--- config.mk ---
export PLATFORM = sky130hd
export DESIGN_NAME = bp_be_fp_recode_iter
export DESIGN_NICKNAME = d
export VERILOG_FILES = /design/src/rtl/bp_be_fp_recode_iter_pkg.sv /design/src/rtl/bp_be_fp_norm_iter.sv /design/src/rtl/bp_be_fp_recode_iter.sv
export SDC_FILE = /design/constraint.sdc
export NUM_CORES = 1
export LEC_CHECK = 0
export ABC_CLOCK_PERIOD_IN_PS = 4410
export BUFFER_PORTS_ARGS = -buffer_cell sky130_fd_sc_hd__buf_2
export CAP_MARGIN = 20
export CORE_MARGIN = 4
export CORE_UTILIZATION = 30
export CTS_CLUSTER_DIAMETER = 150
export DETAILED_ROUTE_END_ITERATION = 6
export GPL_TIMING_DRIVEN = 0
export PLACE_DENSITY = 0.57
export RECOVER_POWER = 100
export SLEW_MARGIN = 20
export SYNTH_ARGS = -nofsm -noshare
export SYNTH_HDL_FRONTEND = slang
export SYNTH_HIERARCHICAL = 1
export SYNTH_SLANG_ARGS = --single-unit
--- constraint.sdc ---
create_clock -name clk_i -period 4.41 [get_ports clk_i]
set_clock_uncertainty 0.05 [all_clocks]
set_input_delay 0.2205 -clock clk_i [delete_from_list [all_inputs] [get_ports clk_i]]
set_output_delay 0.2205 -clock clk_i [all_outputs]
set_load 0.05 [all_outputs]
--- src/rtl/bp_be_fp_recode_iter_pkg.sv ---
// Shared types and constants for the iterative IEEE-to-recoded FP writeback converter.
package bp_be_fp_recode_iter_pkg;

  typedef enum logic [1:0] {
    e_fp_dp   = 2'b00,
    e_fp_sp   = 2'b01,
    e_fp_hp   = 2'b10,
    e_fp_rsvd = 2'b11
  } bp_be_fp_tag_e;

  localparam int hp_float_width_gp = 16;
  localparam int hp_exp_width_gp   = 5;
  localparam int hp_sig_width_gp   = 11;
  localparam int dpath_width_gp    = 67;
  localparam int rec_width_gp      = 65;
  localparam int fract_width_gp    = 52;

  localparam logic [rec_width_gp-1:0]   dp_canonical_rec = 65'h0_e0080000_00000000;
  localparam logic [dpath_width_gp-1:0] dp_canonical_reg = {2'b00, dp_canonical_rec};
  localparam logic [dpath_width_gp-1:0] sp_canonical_reg = {2'b01, dp_canonical_rec};

  localparam logic [1:0] e_idle = 2'd0;
  localparam logic [1:0] e_norm = 2'd1;
  localparam logic [1:0] e_done = 2'd2;

  function automatic logic [dpath_width_gp-1:0] rec_pack(input logic [1:0] tag, input logic sign,
                                                         input logic [11:0] exp,
                                                         input logic [fract_width_gp-1:0] fract);
    return {tag, sign, exp, fract};
  endfunction

endpackage

--- src/rtl/bp_be_fp_norm_iter.sv ---
// Chunked subnormal normaliser: strips shift_per_cycle_p leading zeros per cycle,
// then finishes inside the first non-zero chunk, dropping the hidden one.
module bp_be_fp_norm_iter
  import bp_be_fp_recode_iter_pkg::*;
#(
  parameter int shift_per_cycle_p = 4
) (
  input  logic                      clk_i,
  input  logic                      reset_n_i,
  input  logic                      start_i,
  input  logic                      en_i,
  input  logic [fract_width_gp-1:0] fract_i,
  output logic                      done_o,
  output logic [fract_width_gp-1:0] fract_o,
  output logic [5:0]                nd_o
);

  logic [fract_width_gp-1:0]    fract_r;
  logic [5:0]                   cnt_r;
  logic [shift_per_cycle_p-1:0] chunk;
  logic [5:0]                   lz;

  assign chunk  = fract_r[fract_width_gp-1 -: shift_per_cycle_p];
  assign done_o = |chunk;

  // highest set bit in the chunk wins, hence ascending scan with overwrite
  always_comb begin
    lz = '0;
    for (int i = 0; i < shift_per_cycle_p; i++)
      if (chunk[i]) lz = 6'(shift_per_cycle_p - 1 - i);
  end

  assign nd_o    = cnt_r + lz;
  assign fract_o = fract_r << (lz + 6'd1);

  always_ff @(posedge clk_i) begin
    if (!reset_n_i) begin
      fract_r <= '0;
      cnt_r   <= '0;
    end else if (start_i) begin
      fract_r <= fract_i;
      cnt_r   <= '0;
    end else if (en_i && !done_o) begin
      fract_r <= fract_r << shift_per_cycle_p;
      cnt_r   <= cnt_r + 6'(shift_per_cycle_p);
    end
  end

endmodule

--- src/rtl/bp_be_fp_recode_iter.sv ---
// IEEE dp/sp(/hp) bit pattern to tagged dp-recoded register value, iterative subnormals.
// Define BP_BE_FP_HALF_EN to decode tag 10 as half precision; otherwise it is reserved.
module bp_be_fp_recode_iter
  import bp_be_fp_recode_iter_pkg::*;
#(
  parameter int shift_per_cycle_p = 4
) (
  input  logic                      clk_i,
  input  logic                      reset_n_i,
  input  logic                      flush_i,
  input  logic                      v_i,
  output logic                      ready_and_o,
  input  logic [63:0]               bits_i,
  input  logic [1:0]                tag_i,
  output logic                      v_o,
  input  logic                      ready_and_i,
  output logic [dpath_width_gp-1:0] reg_o
);

  logic [1:0]                state_r;
  logic [dpath_width_gp-1:0] reg_r;

  logic                      known, boxed, sign, exp_max, dec_sub;
  logic [10:0]               exp_field;
  logic [11:0]               off;
  logic [fract_width_gp-1:0] dec_fract;
  logic [dpath_width_gp-1:0] dec_reg;

  logic                      accept, norm_done;
  logic [fract_width_gp-1:0] norm_fract;
  logic [5:0]                norm_nd;

  // off is the rebias added to the raw exponent field; subnormals later subtract nd from it
  always_comb begin
    known     = 1'b0;
    boxed     = 1'b0;
    sign      = 1'b0;
    exp_field = '0;
    exp_max   = 1'b0;
    dec_fract = '0;
    off       = '0;
    dec_sub   = 1'b0;
    dec_reg   = dp_canonical_reg;
    case (tag_i)
      e_fp_dp: begin
        known = 1'b1; boxed = 1'b1; sign = bits_i[63];
        exp_field = bits_i[62:52]; exp_max = &bits_i[62:52];
        dec_fract = bits_i[51:0]; off = 12'd1025;
      end
      e_fp_sp: begin
        known = 1'b1; boxed = &bits_i[63:32]; sign = bits_i[31];
        exp_field = {3'b0, bits_i[30:23]}; exp_max = &bits_i[30:23];
        dec_fract = {bits_i[22:0], 29'b0}; off = 12'd1921;
      end
`ifdef BP_BE_FP_HALF_EN
      e_fp_hp: begin
        known = 1'b1; boxed = &bits_i[63:hp_float_width_gp]; sign = bits_i[15];
        exp_field = {6'b0, bits_i[14:10]}; exp_max = &bits_i[14:10];
        dec_fract = {bits_i[hp_sig_width_gp-2:0], 42'b0}; off = 12'd2033;
      end
`endif
      default: ;
    endcase
    if (known) begin
      if (!boxed)
        dec_reg = (tag_i == e_fp_sp) ? sp_canonical_reg : {tag_i, dp_canonical_rec};
      else if (exp_field == '0 && dec_fract == '0)
        dec_reg = rec_pack(tag_i, sign, 12'h000, '0);
      else if (exp_max && dec_fract == '0)
        dec_reg = rec_pack(tag_i, sign, 12'hc00, '0);
      else if (exp_max)
        dec_reg = rec_pack(tag_i, sign, 12'he00, {1'b1, dec_fract[50:0]});
      else if (exp_field == '0) begin
        dec_sub = 1'b1;
        dec_reg = rec_pack(tag_i, sign, off, '0);
      end else
        dec_reg = rec_pack(tag_i, sign, {1'b0, exp_field} + off, dec_fract);
    end
  end

  assign ready_and_o = ~flush_i & ((state_r == e_idle) | ((state_r == e_done) & ready_and_i));
  assign accept      = v_i & ready_and_o;
  assign v_o         = (state_r == e_done);
  assign reg_o       = reg_r;

  bp_be_fp_norm_iter #(.shift_per_cycle_p(shift_per_cycle_p)) norm (
    .clk_i     (clk_i),
    .reset_n_i (reset_n_i),
    .start_i   (accept & dec_sub),
    .en_i      (state_r == e_norm),
    .fract_i   (dec_fract),
    .done_o    (norm_done),
    .fract_o   (norm_fract),
    .nd_o      (norm_nd)
  );

  always_ff @(posedge clk_i) begin
    if (!reset_n_i) begin
      state_r <= e_idle;
      reg_r   <= '0;
    end else if (flush_i) begin
      state_r <= e_idle;
    end else if (accept) begin
      state_r <= dec_sub ? e_norm : e_done;
      reg_r   <= dec_reg;
    end else if (state_r == e_norm && norm_done) begin
      state_r      <= e_done;
      reg_r[63:52] <= reg_r[63:52] - {6'b0, norm_nd};
      reg_r[51:0]  <= norm_fract;
    end else if (state_r == e_done && ready_and_i) begin
      state_r <= e_idle;
    end
  end

endmodule

==> results.json <==
{
  "final.setup.worst_slack_ns": 0.3433,
  "drt_first_pass_iters": 5,
  "overflow": 0,
  "intPower_mw": 2.399,
  "yosysUniqueCellTypes": 72,
  "antenna_cells": 0,
  "path_class": "reg -> reg",
  "vdd_ir_drop_max_v": 0.0002381,
  "io_pins": 140,
  "grt_setup_unrepaired": "no",
  "via_count": 9709,
  "setup_viol": 0,
  "path_max_fanout": 12,
  "tightest_slew_ns": 1.273,
  "die_area_sq_um": 33100,
  "fmax_mhz": 245.9,
  "clock-sinks": 125,
  "drt-wirelength-per-cell_microns": 25.35,
  "postSynthAreaPerCell_sq_um": 8.545,
  "report.final.slew_viol_count": 0,
  "critical_path_arrival_ns": 4.38,
  "p_leak_nw": 3.999,
  "cts_buffers": 17,
  "drive_gt1_frac": 0.1737,
  "grt_max_degree": 17,
  "dpl.hpwl_microns": 31940,
  "core_area_sq_um": 29720,
  "clk_latency_ns": 0.43,
  "holdWs_ns": 0.08749,
  "final_nets": 1305,
  "fin_crit_ns": 4.067,
  "ys_seq_area_frac": 0.2757,
  "synth_top_area_share": 0.2757,
  "synth-edff-count": 0,
  "min_to": "state_r[0]",
  "hold_viol": 0,
  "switching_share": 0.2998,
  "clkPwrFrac": 0.489,
  "cts_setup_buffers": 0,
  "wirelength_microns": 41120,
  "grt_pass1_vias": 9275,
  "area_growth_pct": 19.41,
  "status": "completed",
  "hold_path.class": "in -> reg",
  "yosys.area.top_type": "dfxtp_1",
  "yosysWarnings": 6,
  "start_util": 0.3054,
  "die_y_microns": 181.9,
  "holdPathStages": 3,
  "place_area_sq_um": 10260,
  "maxCapViolations": 0,
  "finalCritPeriodShare": 0.9221,
  "drt_iter0_drc": 1132,
  "grt_usage": 0.2385,
  "combinationalPowerShare": 0.165,
  "cts_tree": "yes",
  "routabilityCongestion": 1.037,
  "synth_seq_cells": 125,
  "synthTopCellsByArea": "dfxtp_1 28%, mux4_2 12%, o21ai_0 6.2%",
  "syn_inst": 1062,
  "syn_nets": 1148,
  "fin_area_sq_um": 10840,
  "vias_per_cell": 5.986,
  "port_buffers": 139,
  "required_ns": 4.72,
  "setup_tns_ns": 0,
  "r2r-start": "norm/fract_r[48]",
  "rows": 63,
  "clock_path_buffers": 2,
  "async_reset_ff_frac": 0,
  "r2r_setup_slack_ns": 0.34,
  "die_w_microns": 181.9,
  "r2r-end": "reg_o[2]",
  "crit_path_start_kind": "flop",
  "ff2ff_path_depth": 13,
  "antenna_found_initial": 0,
  "antenna_left": 0,
  "switchingPower_mw": 1.027,
  "end_kind": "flop",
  "relSlewSlack": 0.1438,
  "synthesis.area_sq_um": 9075,
  "place_ws_ns": -0.4172,
  "clkSlewWorstSetupHoldPaths_ns": 0.07,
  "p_seq_frac": 0.346,
  "power-per-cell-area_nw_per_um2": 316.1,
  "grt_pass1_wl_microns": 60470,
  "synthFlopType": "dfxtp_1",
  "post-route-drc-count": 0,
  "min-delay-start": "flush_i",
  "root_buffer": "clkbuf_16",
  "cts.htree.levels": 4
}
==> how the worst max path moves through the flow <==
| stage | startpoint | endpoint | cells past startpoint |
|---|---|---|---|
| 6_report | norm/fract_r[48] | reg_o[2] | 13 |
| 5_1_grt | tag_i[1] | norm/fract_r[23] | 15 |
| 4_1_cts | tag_i[1] | norm/fract_r[43] | 15 |
| 3_5_place_dp | tag_i[1] | norm/fract_r[49] | 15 |
| 3_3_place_gp | tag_i[1] | norm/fract_r[27] | 15 |
| 2_1_floorplan | norm/fract_r[48] | reg_o[28] | 12 |
==> cell usage after synthesis (all sizes together), types with 2 or more instances <==
cell / number
mux2: 46
and4b: 2
buf: 30
o21a: 5
nor3b: 2
nand2b: 6
inv: 20
o211a: 5
a221oi: 25
nor4bb: 2
o32a: 4
o31ai: 4
nor2b: 9
a21boi: 7
o31a: 3
a22oi: 2
and3: 6
a32o: 3
o211ai: 2
or2: 5
nor4b: 2
o21ai: 120
a22o: 3
o221ai: 3
ha: 14
mux2i: 36
nor4: 17
nand3b: 3
a31oi: 46
a21oi: 33
and2: 35
a221o: 28
or3: 3
mux4: 47
nor2: 113
nor3: 11
nand2: 113
clkbuf: 62
xor2: 5
nand3: 15
dfxtp: 125
a211oi: 5
nand4: 11
xnor2: 7
==> power by group through the flow <==
stage	logic, mW	registers [mW]	clock network, mW
3_3_place_gp	0.563	1.21	0
5_1_grt	0.595	1.19	1.73
4_1_cts	0.563	1.18	1.69
6_report	0.564	1.19	1.68
2_1_floorplan	0.245	1.31	0
3_5_place_dp	0.561	1.21	0
==> critical path: stages (launching register included) <==
cell      delay [ns]
dfxtp_1         0.45
nor2b_1         0.35
o21a_1          0.19
buf_6           0.19
buf_6           0.21
ha_1            0.21
buf_2           0.32
buf_2           0.37
clkbuf_1        0.56
nor3_1          0.16
a211oi_1        0.41
a221o_1         0.31
o21ai_0         0.10
nor2_1          0.10
==> sequential cells by signal, indices dropped and copies added (netlist names) <==
name / count
state_r: 2
norm/fract_r: 52
norm/cnt_r: 4
reg_o: 67
==> per-layer routing <==
layer / global-route usage / vias to the layer above / part of all wire
li1: - / 4316 / -
met1: 0.3110 / 4680 / 0.40
met2: 0.3815 / 613 / 0.46
met3: 0.05288 / 100 / 0.096
met4: 0.09997 / 0 / 0.041
met5: 0 / - / 0
==> through the flow <==
stage                     cells  power [mW]  utilization
after detailed placement   1591       1.770       0.3454
after CTS                  1623       3.439       0.3683
after global placement     1591       1.772       0.3452
final                      1622       3.426       0.3647
after floorplan            1062       1.552            -
after global routing       1622       3.510       0.3647
==> placed cells by master (no fill, tap or decap), drive strengths merged, types with 6 or more instances in the layout <==
cell type,instances
clkbuf,158
dfxtp,125
o21ai,120
nor2,113
nand2,113
buf,90
mux4,47
a31oi,46
mux2,46
mux2i,36
and2,35
a21oi,33
a221o,28
a221oi,25
inv,21
nor4,17
nand3,15
ha,14
nand4,11
nor3,11
nor2b,9
a21boi,7
xnor2,7
nand2b,6
bufinv,6
and3,6
==> cell type report <==
| class | instances | area (sq um) |
|---|---|---|
| Tap cell | 390 | 488.0 |
| Buffer | 91 | 407.9 |
| Multi-Input combinational cell | 825 | 6076 |
| Sequential cell | 125 | 2502 |
| Clock inverter | 14 | 240.2 |
| Timing Repair Buffer | 139 | 608.1 |
| Clock buffer | 18 | 439.2 |
| Inverter | 20 | 75.07 |
| Fill cell | 3134 | 18880 |
==> cells by family after synthesis <==
group	after synthesis	synth area share
and+or+nand+nor	361	0.1892
xor gates and xnor gates	12	0.01158
buffers and inverters	112	0.05556
muxes	129	0.2229
AOI/OAI and AO/OA	308	0.2235
adders and majority gates	15	0.02151
DFF	125	0.2757
==> timing repair <==
action	in CTS	in global routing
resized for setup	0	5
endpoints found under the setup margin	0	62
hold buffers	0	0
(Power assumes the default switching activity.)
